===== src/rtl/bp_cache_dma_arbiter.sv =====
// rtl/bp_cache_dma_arbiter.sv - round-robin N:1 DMA arbiter sharing one cache-to-axi engine
// One requester owns the data channels for a full block of beats after its packet is accepted.
module bp_cache_dma_arbiter #(
  parameter int num_req_p             = 2,
  parameter int addr_width_p          = 32,
  parameter int data_width_p          = 64,
  parameter int block_size_in_words_p = 8,
  localparam int pkt_width_lp         = 1 + addr_width_p
) (
  input  logic                              clk_i,
  input  logic                              reset_n_i,

  input  logic [num_req_p*pkt_width_lp-1:0] req_dma_pkt_i,
  input  logic [num_req_p-1:0]              req_dma_pkt_v_i,
  output logic [num_req_p-1:0]              req_dma_pkt_yumi_o,

  output logic [data_width_p-1:0]           req_dma_data_o,
  output logic [num_req_p-1:0]              req_dma_data_v_o,
  input  logic [num_req_p-1:0]              req_dma_data_ready_and_i,

  input  logic [num_req_p*data_width_p-1:0] req_dma_data_i,
  input  logic [num_req_p-1:0]              req_dma_data_v_i,
  output logic [num_req_p-1:0]              req_dma_data_yumi_o,

  output logic [pkt_width_lp-1:0]           dma_pkt_o,
  output logic                              dma_pkt_v_o,
  input  logic                              dma_pkt_yumi_i,

  input  logic [data_width_p-1:0]           dma_data_i,
  input  logic                              dma_data_v_i,
  output logic                              dma_data_ready_and_o,

  output logic [data_width_p-1:0]           dma_data_o,
  output logic                              dma_data_v_o,
  input  logic                              dma_data_yumi_i
);

  localparam int idx_w_lp = $clog2(num_req_p);
  localparam int cnt_w_lp = $clog2(block_size_in_words_p);
  localparam logic [idx_w_lp-1:0] last_req_lp  = idx_w_lp'(num_req_p - 1);
  localparam logic [cnt_w_lp-1:0] last_beat_lp = cnt_w_lp'(block_size_in_words_p - 1);

  typedef enum logic [1:0] {
    IDLE    = 2'd0,
    WR_DATA = 2'd1,
    RD_DATA = 2'd2
  } state_e;

  state_e                state_q, state_d;
  logic [idx_w_lp-1:0]   rr_ptr_q, rr_ptr_d;
  logic [idx_w_lp-1:0]   owner_q, owner_d;
  logic [cnt_w_lp-1:0]   beat_cnt_q, beat_cnt_d;
  logic                  lock_q, lock_d;
  logic [idx_w_lp-1:0]   grant_q, grant_d;

  logic [idx_w_lp-1:0]   arb_grant;
  logic [idx_w_lp-1:0]   arb_cand;
  logic                  arb_found;
  logic [idx_w_lp-1:0]   grant;
  logic                  pkt_v;
  logic                  beat_done;

  logic [pkt_width_lp-1:0] pkt_arr   [num_req_p];
  logic [data_width_p-1:0] wdata_arr [num_req_p];

  for (genvar g = 0; g < num_req_p; g++) begin : g_slice
    assign pkt_arr[g]   = req_dma_pkt_i[g*pkt_width_lp +: pkt_width_lp];
    assign wdata_arr[g] = req_dma_data_i[g*data_width_p +: data_width_p];
  end

  function automatic logic [idx_w_lp-1:0] next_idx(input logic [idx_w_lp-1:0] i);
    return (i == last_req_lp) ? '0 : i + idx_w_lp'(1);
  endfunction

  // Scan upward from rr_ptr with wrap; the first valid requester wins.
  always_comb begin
    arb_grant = rr_ptr_q;
    arb_cand  = rr_ptr_q;
    arb_found = 1'b0;
    for (int i = 0; i < num_req_p; i++) begin
      if (!arb_found && req_dma_pkt_v_i[arb_cand]) begin
        arb_grant = arb_cand;
        arb_found = 1'b1;
      end
      arb_cand = next_idx(arb_cand);
    end
  end

  // Once a packet has been shown to the engine, later arrivals cannot steal it.
  assign grant = lock_q ? grant_q : arb_grant;

  always_comb begin
    state_d    = state_q;
    rr_ptr_d   = rr_ptr_q;
    owner_d    = owner_q;
    beat_cnt_d = beat_cnt_q;
    lock_d     = lock_q;
    grant_d    = grant_q;
    pkt_v      = 1'b0;
    beat_done  = 1'b0;

    dma_pkt_o            = pkt_arr[grant];
    dma_pkt_v_o          = 1'b0;
    req_dma_pkt_yumi_o   = '0;
    dma_data_o           = wdata_arr[owner_q];
    dma_data_v_o         = 1'b0;
    req_dma_data_yumi_o  = '0;
    req_dma_data_o       = dma_data_i;
    req_dma_data_v_o     = '0;
    dma_data_ready_and_o = 1'b0;

    case (state_q)
      IDLE: begin
        pkt_v       = lock_q ? req_dma_pkt_v_i[grant_q] : |req_dma_pkt_v_i;
        dma_pkt_v_o = pkt_v;
        if (pkt_v) begin
          if (dma_pkt_yumi_i) begin
            req_dma_pkt_yumi_o[grant] = 1'b1;
            owner_d    = grant;
            rr_ptr_d   = next_idx(grant);
            beat_cnt_d = '0;
            lock_d     = 1'b0;
            state_d    = pkt_arr[grant][pkt_width_lp-1] ? WR_DATA : RD_DATA;
          end else begin
            lock_d  = 1'b1;
            grant_d = grant;
          end
        end
      end
      WR_DATA: begin
        dma_data_v_o = req_dma_data_v_i[owner_q];
        if (dma_data_yumi_i && req_dma_data_v_i[owner_q]) begin
          req_dma_data_yumi_o[owner_q] = 1'b1;
          beat_done = 1'b1;
        end
      end
      RD_DATA: begin
        req_dma_data_v_o[owner_q] = dma_data_v_i;
        dma_data_ready_and_o      = req_dma_data_ready_and_i[owner_q];
        beat_done = dma_data_v_i & req_dma_data_ready_and_i[owner_q];
      end
      default: state_d = IDLE;
    endcase

    if (beat_done) begin
      if (beat_cnt_q == last_beat_lp) begin
        beat_cnt_d = '0;
        state_d    = IDLE;
      end else begin
        beat_cnt_d = beat_cnt_q + cnt_w_lp'(1);
      end
    end

    if (!reset_n_i) begin
      dma_pkt_v_o          = 1'b0;
      req_dma_pkt_yumi_o   = '0;
      dma_data_v_o         = 1'b0;
      req_dma_data_yumi_o  = '0;
      req_dma_data_v_o     = '0;
      dma_data_ready_and_o = 1'b0;
    end
  end

  always_ff @(posedge clk_i) begin
    if (!reset_n_i) begin
      state_q    <= IDLE;
      rr_ptr_q   <= '0;
      owner_q    <= '0;
      beat_cnt_q <= '0;
      lock_q     <= 1'b0;
      grant_q    <= '0;
    end else begin
      state_q    <= state_d;
      rr_ptr_q   <= rr_ptr_d;
      owner_q    <= owner_d;
      beat_cnt_q <= beat_cnt_d;
      lock_q     <= lock_d;
      grant_q    <= grant_d;
    end
  end

  // Protocol checks: a presented packet must be held, engine read data only in RD_DATA.
  always_ff @(posedge clk_i) begin
    if (reset_n_i) begin
      if (state_q == IDLE && lock_q) assert (req_dma_pkt_v_i[grant_q]);
      if (state_q != RD_DATA) assert (!dma_data_v_i);
    end
  end

endmodule


===== config.mk =====
export PLATFORM = sky130hd
export DESIGN_NAME = bp_cache_dma_arbiter
export DESIGN_NICKNAME = d
export VERILOG_FILES = /design/src/rtl/bp_cache_dma_arbiter.sv
export SDC_FILE = /design/constraint.sdc
export NUM_CORES = 1
export LEC_CHECK = 0
export BUFFER_PORTS_ARGS = -buffer_cell sky130_fd_sc_hd__buf_2
export CORE_AREA = 2 2 168 170
export DETAILED_ROUTE_END_ITERATION = 10
export DIE_AREA = 0 0 170 172
export PLACE_DENSITY_LB_ADDON = 0.12
export SLEW_MARGIN = 20
export SYNTH_ARGS = -nofsm -noshare
export SYNTH_HDL_FRONTEND = slang
export SYNTH_SLANG_ARGS = --single-unit

===== constraint.sdc =====
create_clock -name clk_i -period 1.4 [get_ports clk_i]
set_input_delay 0.21 -clock clk_i [delete_from_list [all_inputs] [get_ports clk_i]]
set_output_delay 0.21 -clock clk_i [all_outputs]
set_load 0.05 [all_outputs]

==> run summary, run 1 <==
status -> finished with violations
failing checks -> setup timing
largest net degree at the start of global routing -> 11
Setup crit end kind -> output port
placed cell area -> 4430 sq um
fmax -> 530 MHz
antenna violations before repair -> 0
FF-to-FF End -> beat_cnt_q[0]$_SDFFE_PN0P_
fin nets -> 845
H-tree levels -> 1
fillers -> 2,966
share of flip-flops with an asynchronous set or reset -> 0%
Seq cells post-synth -> 9
synthesized area -> 2390 sq um
Initial Utilization -> 8.69%
Core ar. -> 27,500 sq um
Area Overhead vs Synth -> 168%
die area -> 29,200 sq um
# placed instances -> 866
Pleak -> 3.13 nW
vias per cell -> 3.43
HP Class -> primary input to register
via count -> 3,144
critical-path maximum fanout -> 10
clk root buf -> clkbuf_16
average wire per standard cell -> 16.1 um
WP data arrival -> 1.68 ns
CTS tree -> yes
Tcrit/Tclk final -> 135%
GPL Wtd Cong -> 0.806
grt total ovfl -> 0
FP Rows -> 61
Final ANT Viol Nets -> 0
layout cells sized above 1 -> 94.9%
clock tree buffer depth -> 2
Clock transition at path regs -> 0.04 ns
r2r setup slk -> -0.37 ns
Setup violations, final -> 115
# clock sinks -> 9
Slowest Stage Delay on Critical Path -> 0.32 ns
Finished Cell Area -> 6400 sq um
Reg-to-Reg Start -> owner_q$_SDFFE_PN0P_
Port Buffers -> 310
n_diodes -> 0
final hold vios -> 0
worst vdd ir -> 240 uV
crit path cell chain -> inv_2 > a211oi_4 > nor2_4 > buf_6 > buf_12 > mux2_4 > buf_8
number of CTS-inserted buffers -> 3
DRC -> 0
num ports -> 439
Mapped Avg Cell Area -> 9.47 sq um
Post-synth EDFFs -> 0
DRT iter0 DRCs -> 77
Non-Filler Instances -> 916
most frequent cells in the layout -> 204 x buf_2, 97 x mux2_4, 69 x buf_8
Setup Skew -> 0.00164 ns
Hold Startpoint -> reset_n_i
kind of critical path -> register to output port
first-pass GRT wire length -> 19.7 mm
chip width -> 170 um
DPL Wire Length -> 11.4 mm
Worst Setup EP -> dma_pkt_o[17]
ys flop type -> dfxtp_1
RSZ-0062 raised after global routing -> true
Slew Limit Fails -> 0
Detailed Route WL -> 14.7 mm
Reg2Reg Depth -> 8
Tmin final -> 1.89 ns
Die H -> 172 um
CP Launch Type -> register
Netlist cell types -> 37
CP Data Required Time -> 1.19 ns
Max-Cap Viols -> 0
clk_lat worst skew -> 0.23 ns
DR pass1 iterations -> 4
Crit. Startpoint -> rr_ptr_q$_SDFFE_PN0P_
commonest non-fill, non-tap cell in the layout -> buf_2
worst slew pin tran -> 0.448 ns
GRT Util Overall -> 8.95%
setup ws final -> -0.487 ns
syn_nets -> 526
Crit-path slowest cell -> dfxtp_2
PwrDens -> 917 nW/um^2
post-synthesis sequential area ratio -> 7.55%
vias in the first global route -> 3,310
yosys warns -> 0
worst slack, placed -> -0.743 ns
Post-Syn Instances -> 252
Worst slew margin -> 70.1%
==> cell type report <==
class	instances	area [sq um]	area share [%]
inverters	7	30.0	0.469
well taps	346	433	6.77
clock buffers	4	78.8	1.23
multi-input cells	161	2210	34.5
repair buffers	389	3460	54.0
flip-flops and latches	9	193	3.01
==> per-layer routing <==
metal	share of wire, %	vias to the layer above	global-route usage [%]
met2	51	152	15.5
met5	0	-	0
met1	39	1484	10.9
li1	-	1474	-
met3	7.2	34	2.17
met4	2.5	0	2.90
==> metrics by stage <==
stage / total power (W) / setup TNS [ns] / utilization, % / hold WS, ns
global placement: 0.00372 / -37.73 / 16.0 / 0.420
detailed placement: 0.00374 / -26.02 / 16.1 / 0.420
finish: 0.00587 / -40.08 / 23.3 / 0.324
CTS: 0.00595 / -43.58 / 23.4 / 0.317
global route: 0.00610 / -45.54 / 23.3 / 0.348
floorplan: 0.00329 / -6.04 / - / 0.348
==> worst max-delay path: cells and delay by family, from the launching register on <==
kind,cells,cell delay (ns)
muxes,1,0.31
buffers and inverters,4,0.48
AOI/OAI and AO/OA,1,0.25
and+or+nand+nor,1,0.08
DFF,1,0.32
==> cell families (layout without fill, tap and decap cells) <==
kind of cell / count (synthesis) / after routing / synth area share [%]
muxes: 100 / 100 / 51.3
DFF: 9 / 9 / 7.55
AOI/OAI and AO/OA: 23 / 23 / 7.39
buffers and inverters: 82 / 400 / 24.1
adders and majority gates: 5 / 5 / 2.62
and+or+nand+nor: 33 / 33 / 7.08
==> where the power goes <==
| part | leakage (nW) | switching (W) | internal [W] |
|---|---|---|---|
| sequential | 0.0764 | 0.0000241 | 0.000290 |
| clock | 0.0382 | 0.000127 | 0.000381 |
| combinational | 3.01 | 0.00254 | 0.00250 |
==> Yosys cell counts (2+ instances only) <==
master | instances | share of area (%)
mux2_4 | 27 | 17
mux2_2 | 70 | 33
buf_2 | 4 | 0.84
mux2i_1 | 3 | 1.3
o21a_1 | 2 | 0.63
nand2_1 | 6 | 0.94
ha_1 | 5 | 2.6
nor2b_1 | 2 | 0.52
buf_1 | 3 | 0.47
inv_1 | 7 | 1.1
a211oi_1 | 4 | 1.3
nor2_1 | 8 | 1.3
nand3_1 | 8 | 1.7
a21oi_1 | 5 | 1.0
dfxtp_1 | 9 | 7.5
buf_4 | 64 | 20
buf_6 | 3 | 1.4
o21ai_0 | 2 | 0.42
or3_1 | 2 | 0.52
==> worst min path at each step <==
| stage | end | slack, ns | cells after the start |
|---|---|---|---|
| after floorplan | owner_q$_SDFFE_PN0P_ | 0.35 | 2 |
| after global placement | req_dma_data_o[1] | 0.42 | 0 |
| after detailed placement | req_dma_data_o[1] | 0.42 | 0 |
| after CTS | owner_q$_SDFFE_PN0P_ | 0.32 | 3 |
| after global routing | owner_q$_SDFFE_PN0P_ | 0.35 | 3 |
| final | owner_q$_SDFFE_PN0P_ | 0.32 | 3 |
==> flip-flops by register name (all words and copies together) (netlist names) <==
signal	flops
grant_q	1
lock_q	1
state_q	2
rr_ptr_q	1
beat_cnt_q	3
owner_q	1
==> timing repair <==
action                                  in CTS  in global routing
gates resized for setup                    372                 39
hold buffers                                 0                  0
endpoints found under the hold margin        0                  0
pin swaps                                   24                 13
buffers inserted                            42                 12
endpoints found under the setup margin     115                115
gates cloned                                10                  0
Note: power is estimated with default switching activity, not from simulation.
==> run 2: changes to the inputs <==
--- a/config.mk
+++ b/config.mk
@@ -5,10 +5,12 @@
 export SDC_FILE = /design/constraint.sdc
 export NUM_CORES = 1
 export LEC_CHECK = 0
+export ABC_AREA = 0
 export BUFFER_PORTS_ARGS = -buffer_cell sky130_fd_sc_hd__buf_2
-export CORE_AREA = 2 2 168 170
+export CORE_AREA = 2 2 170 172
+export CTS_BUF_LIST = sky130_fd_sc_hd__clkbuf_8
 export DETAILED_ROUTE_END_ITERATION = 10
-export DIE_AREA = 0 0 170 172
+export DIE_AREA = 0 0 172 174
 export PLACE_DENSITY_LB_ADDON = 0.12
 export SLEW_MARGIN = 20
 export SYNTH_ARGS = -nofsm -noshare
==> run 2 against run 1 <==
Compared with the run above:
- the flow still finishes with violations (setup timing)
- first-iteration DRC count is 40% lower
- register-to-register slack better by 0.14 ns
- critical path depth is 1 lower
- flip-flop and latch count stayed put
- non-clock buffer count is 12 lower
- largest power group unchanged
- via count is 3.4% lower
- die area is 2.4% higher
- sequential power is 2% higher
- count of clock-buffer cells in the layout is 1 lower
- combinational power is 5.0% lower
- largest cell class unchanged
==> run summary, run 2 (synthesis results as in run 1) <==
total power -> 0.00542 W
CP Launch Type -> register
number of CTS-inserted buffers -> 3
Logic pwr share -> 88.6%
DPL Wire Length -> 11.3 mm
CP Data Required Time -> 1.19 ns
Pleak -> 3.01 nW
PwrDens -> 875 nW/um^2
biggest regs -> beat_cnt_q x3, state_q x2
Max-Cap Viols -> 0
first-pass GRT wire length -> 19.1 mm
die area -> 29,900 sq um
H-tree levels -> 1
vias per cell -> 3.22
sequential power share -> 5.9%
RSZ-0062 raised after global routing -> true
most frequent cells in the layout -> 204 x buf_2, 97 x mux2_4, 62 x buf_8, 62 x buf_6, 33 x buf_4
status -> finished with violations
Core ar. -> 28,200 sq um
Tcrit/Tclk final -> 132%
CTS tree -> yes
vias in the first global route -> 3,333
Reg-to-Reg Start -> owner_q$_SDFFE_PN0P_
critical-path maximum fanout -> 25
Crit-path slowest cell -> dfxtp_2
GRT Util Overall -> 8.28%
CTS Hold Bufs -> 0
Initial Utilization -> 8.45%
NetSw -> 0.00260 W
Slew Limit Fails -> 0
largest net degree at the start of global routing -> 26
DR pass1 iterations -> 4
switching share of power -> 48.0%
clk root buf -> clkbuf_8
# clock sinks -> 9
setup ws final -> -0.442 ns
top sig layer -> met4
Detailed Route WL -> 13.7 mm
Crit. Startpoint -> rr_ptr_q$_SDFFE_PN0P_
Setup crit end kind -> output port
Slowest Stage Delay on Critical Path -> 0.33 ns
Worst Setup EP -> dma_pkt_o[24]
layout cells sized above 1 -> 94.8%
DRC -> 0
failing checks -> setup timing
GPL Wtd Cong -> 0.778
Worst slew margin -> 74.1%
r2r setup slk -> -0.23 ns
clock tree buffer depth -> 2
hold_ws -> 0.313 ns
Clk pwr share -> 5.5%
Port Buffers -> 310
WL met3 -> 952 um
wire length on met2 -> 7.37 mm
crit path cell chain -> inv_2 > a211oi_4 > nor2_4 > buf_12 > mux2_4 > buf_6
Area Overhead vs Synth -> 159%
HP Class -> primary input to register
Tmin final -> 1.84 ns
Reg2Reg Depth -> 6
final hold vios -> 0
worst slew pin tran -> 0.386 ns
commonest non-fill, non-tap cell in the layout -> buf_2
Die H -> 174 um
max FFs per register -> 3
Clock transition at path regs -> 0.05 ns
DRT iter0 DRCs -> 46
worst vdd ir -> 351 uV
WP data arrival -> 1.63 ns
n_diodes -> 0
kind of critical path -> register to output port
fmax -> 543 MHz
via count -> 3,037
Biggest register -> beat_cnt_q
grt total ovfl -> 0
Setup Skew -> 0.00136 ns
average wire per standard cell -> 14.6 um
Setup violations, final -> 113
Final ANT Viol Nets -> 0
clk_lat worst skew -> 0.23 ns
Internal -> 0.00282 W
FF-to-FF End -> beat_cnt_q[0]$_SDFFE_PN0P_
antenna violations before repair -> 0
Metal-1 WL -> 5.23 mm
chip width -> 172 um
fin nets -> 833
FP Rows -> 62
num ports -> 439
[run 2: per-stage QoR]
| step | util (%) | instance area (sq um) | cells | worst slack, ns | setup TNS, ns |
|---|---|---|---|---|---|
| 2_1_floorplan | - | 2650 | 252 | -0.207 | -6.04 |
| 3_3_place_gp | 15.9 | 4500 | 915 | -0.393 | -19.80 |
| 3_5_place_dp | 15.9 | 4500 | 915 | -0.403 | -20.48 |
| 4_1_cts | 21.9 | 6200 | 942 | -0.472 | -36.39 |
| 5_1_grt | 21.9 | 6190 | 942 | -0.544 | -38.55 |
| 6_report | 21.9 | 6190 | 942 | -0.442 | -31.97 |
[run 2: power by group through the flow]
stage          Clock [W]  Combinational (W)  Sequential, W
2_1_floorplan          0            0.00297       0.000319
3_3_place_gp           0            0.00344       0.000342
3_5_place_dp           0            0.00343       0.000342
4_1_cts         0.000311            0.00486       0.000320
5_1_grt         0.000330            0.00500       0.000324
6_report        0.000300            0.00480       0.000319
[run 2: how the worst min path moves through the flow]
stage                     slack, ns  cells after the start              endpoint      startpoint
final                          0.31                      4  grant_q$_SDFFE_PN0P_  dma_pkt_yumi_i
after global routing           0.33                      3  owner_q$_SDFFE_PN0P_       reset_n_i
after CTS                      0.31                      4  grant_q$_SDFFE_PN0P_  dma_pkt_yumi_i
after detailed placement       0.42                      0    req_dma_data_o[32]  dma_data_i[32]
after global placement         0.42                      0    req_dma_data_o[32]  dma_data_i[32]
after floorplan                0.35                      2  owner_q$_SDFFE_PN0P_       reset_n_i
[run 2: area by class of cell]
class	count	area, sq um
flip-flops and latches	9	195
repair buffers	377	3230
inverters	7	30.0
multi-input cells	161	2210
well taps	384	480
clock inverters	1	3.75
clock buffers	3	41.3
fillers	3107	22000
[run 2: critical path, delay by kind of cell, from the launching register on]
family                 cells  cell delay, ns
AOI/OAI and AO/OA          1            0.26
muxes                      1            0.32
and+or+nand+nor            1            0.09
DFF                        1            0.33
buffers and inverters      3            0.38
[run 2: per-layer routing]
metal  up-vias  track usage, %
li1       1450               -
met1      1424            9.06
met2       141            16.0
met3        22            1.80
met4         0            1.79
met5         -               0
[run 2: what timing repair did]
action,CTS,global route
pin swaps,20,17
buffers inserted,19,14
resized for setup,365,35
endpoints found under the setup margin,115,115
gates cloned,6,0
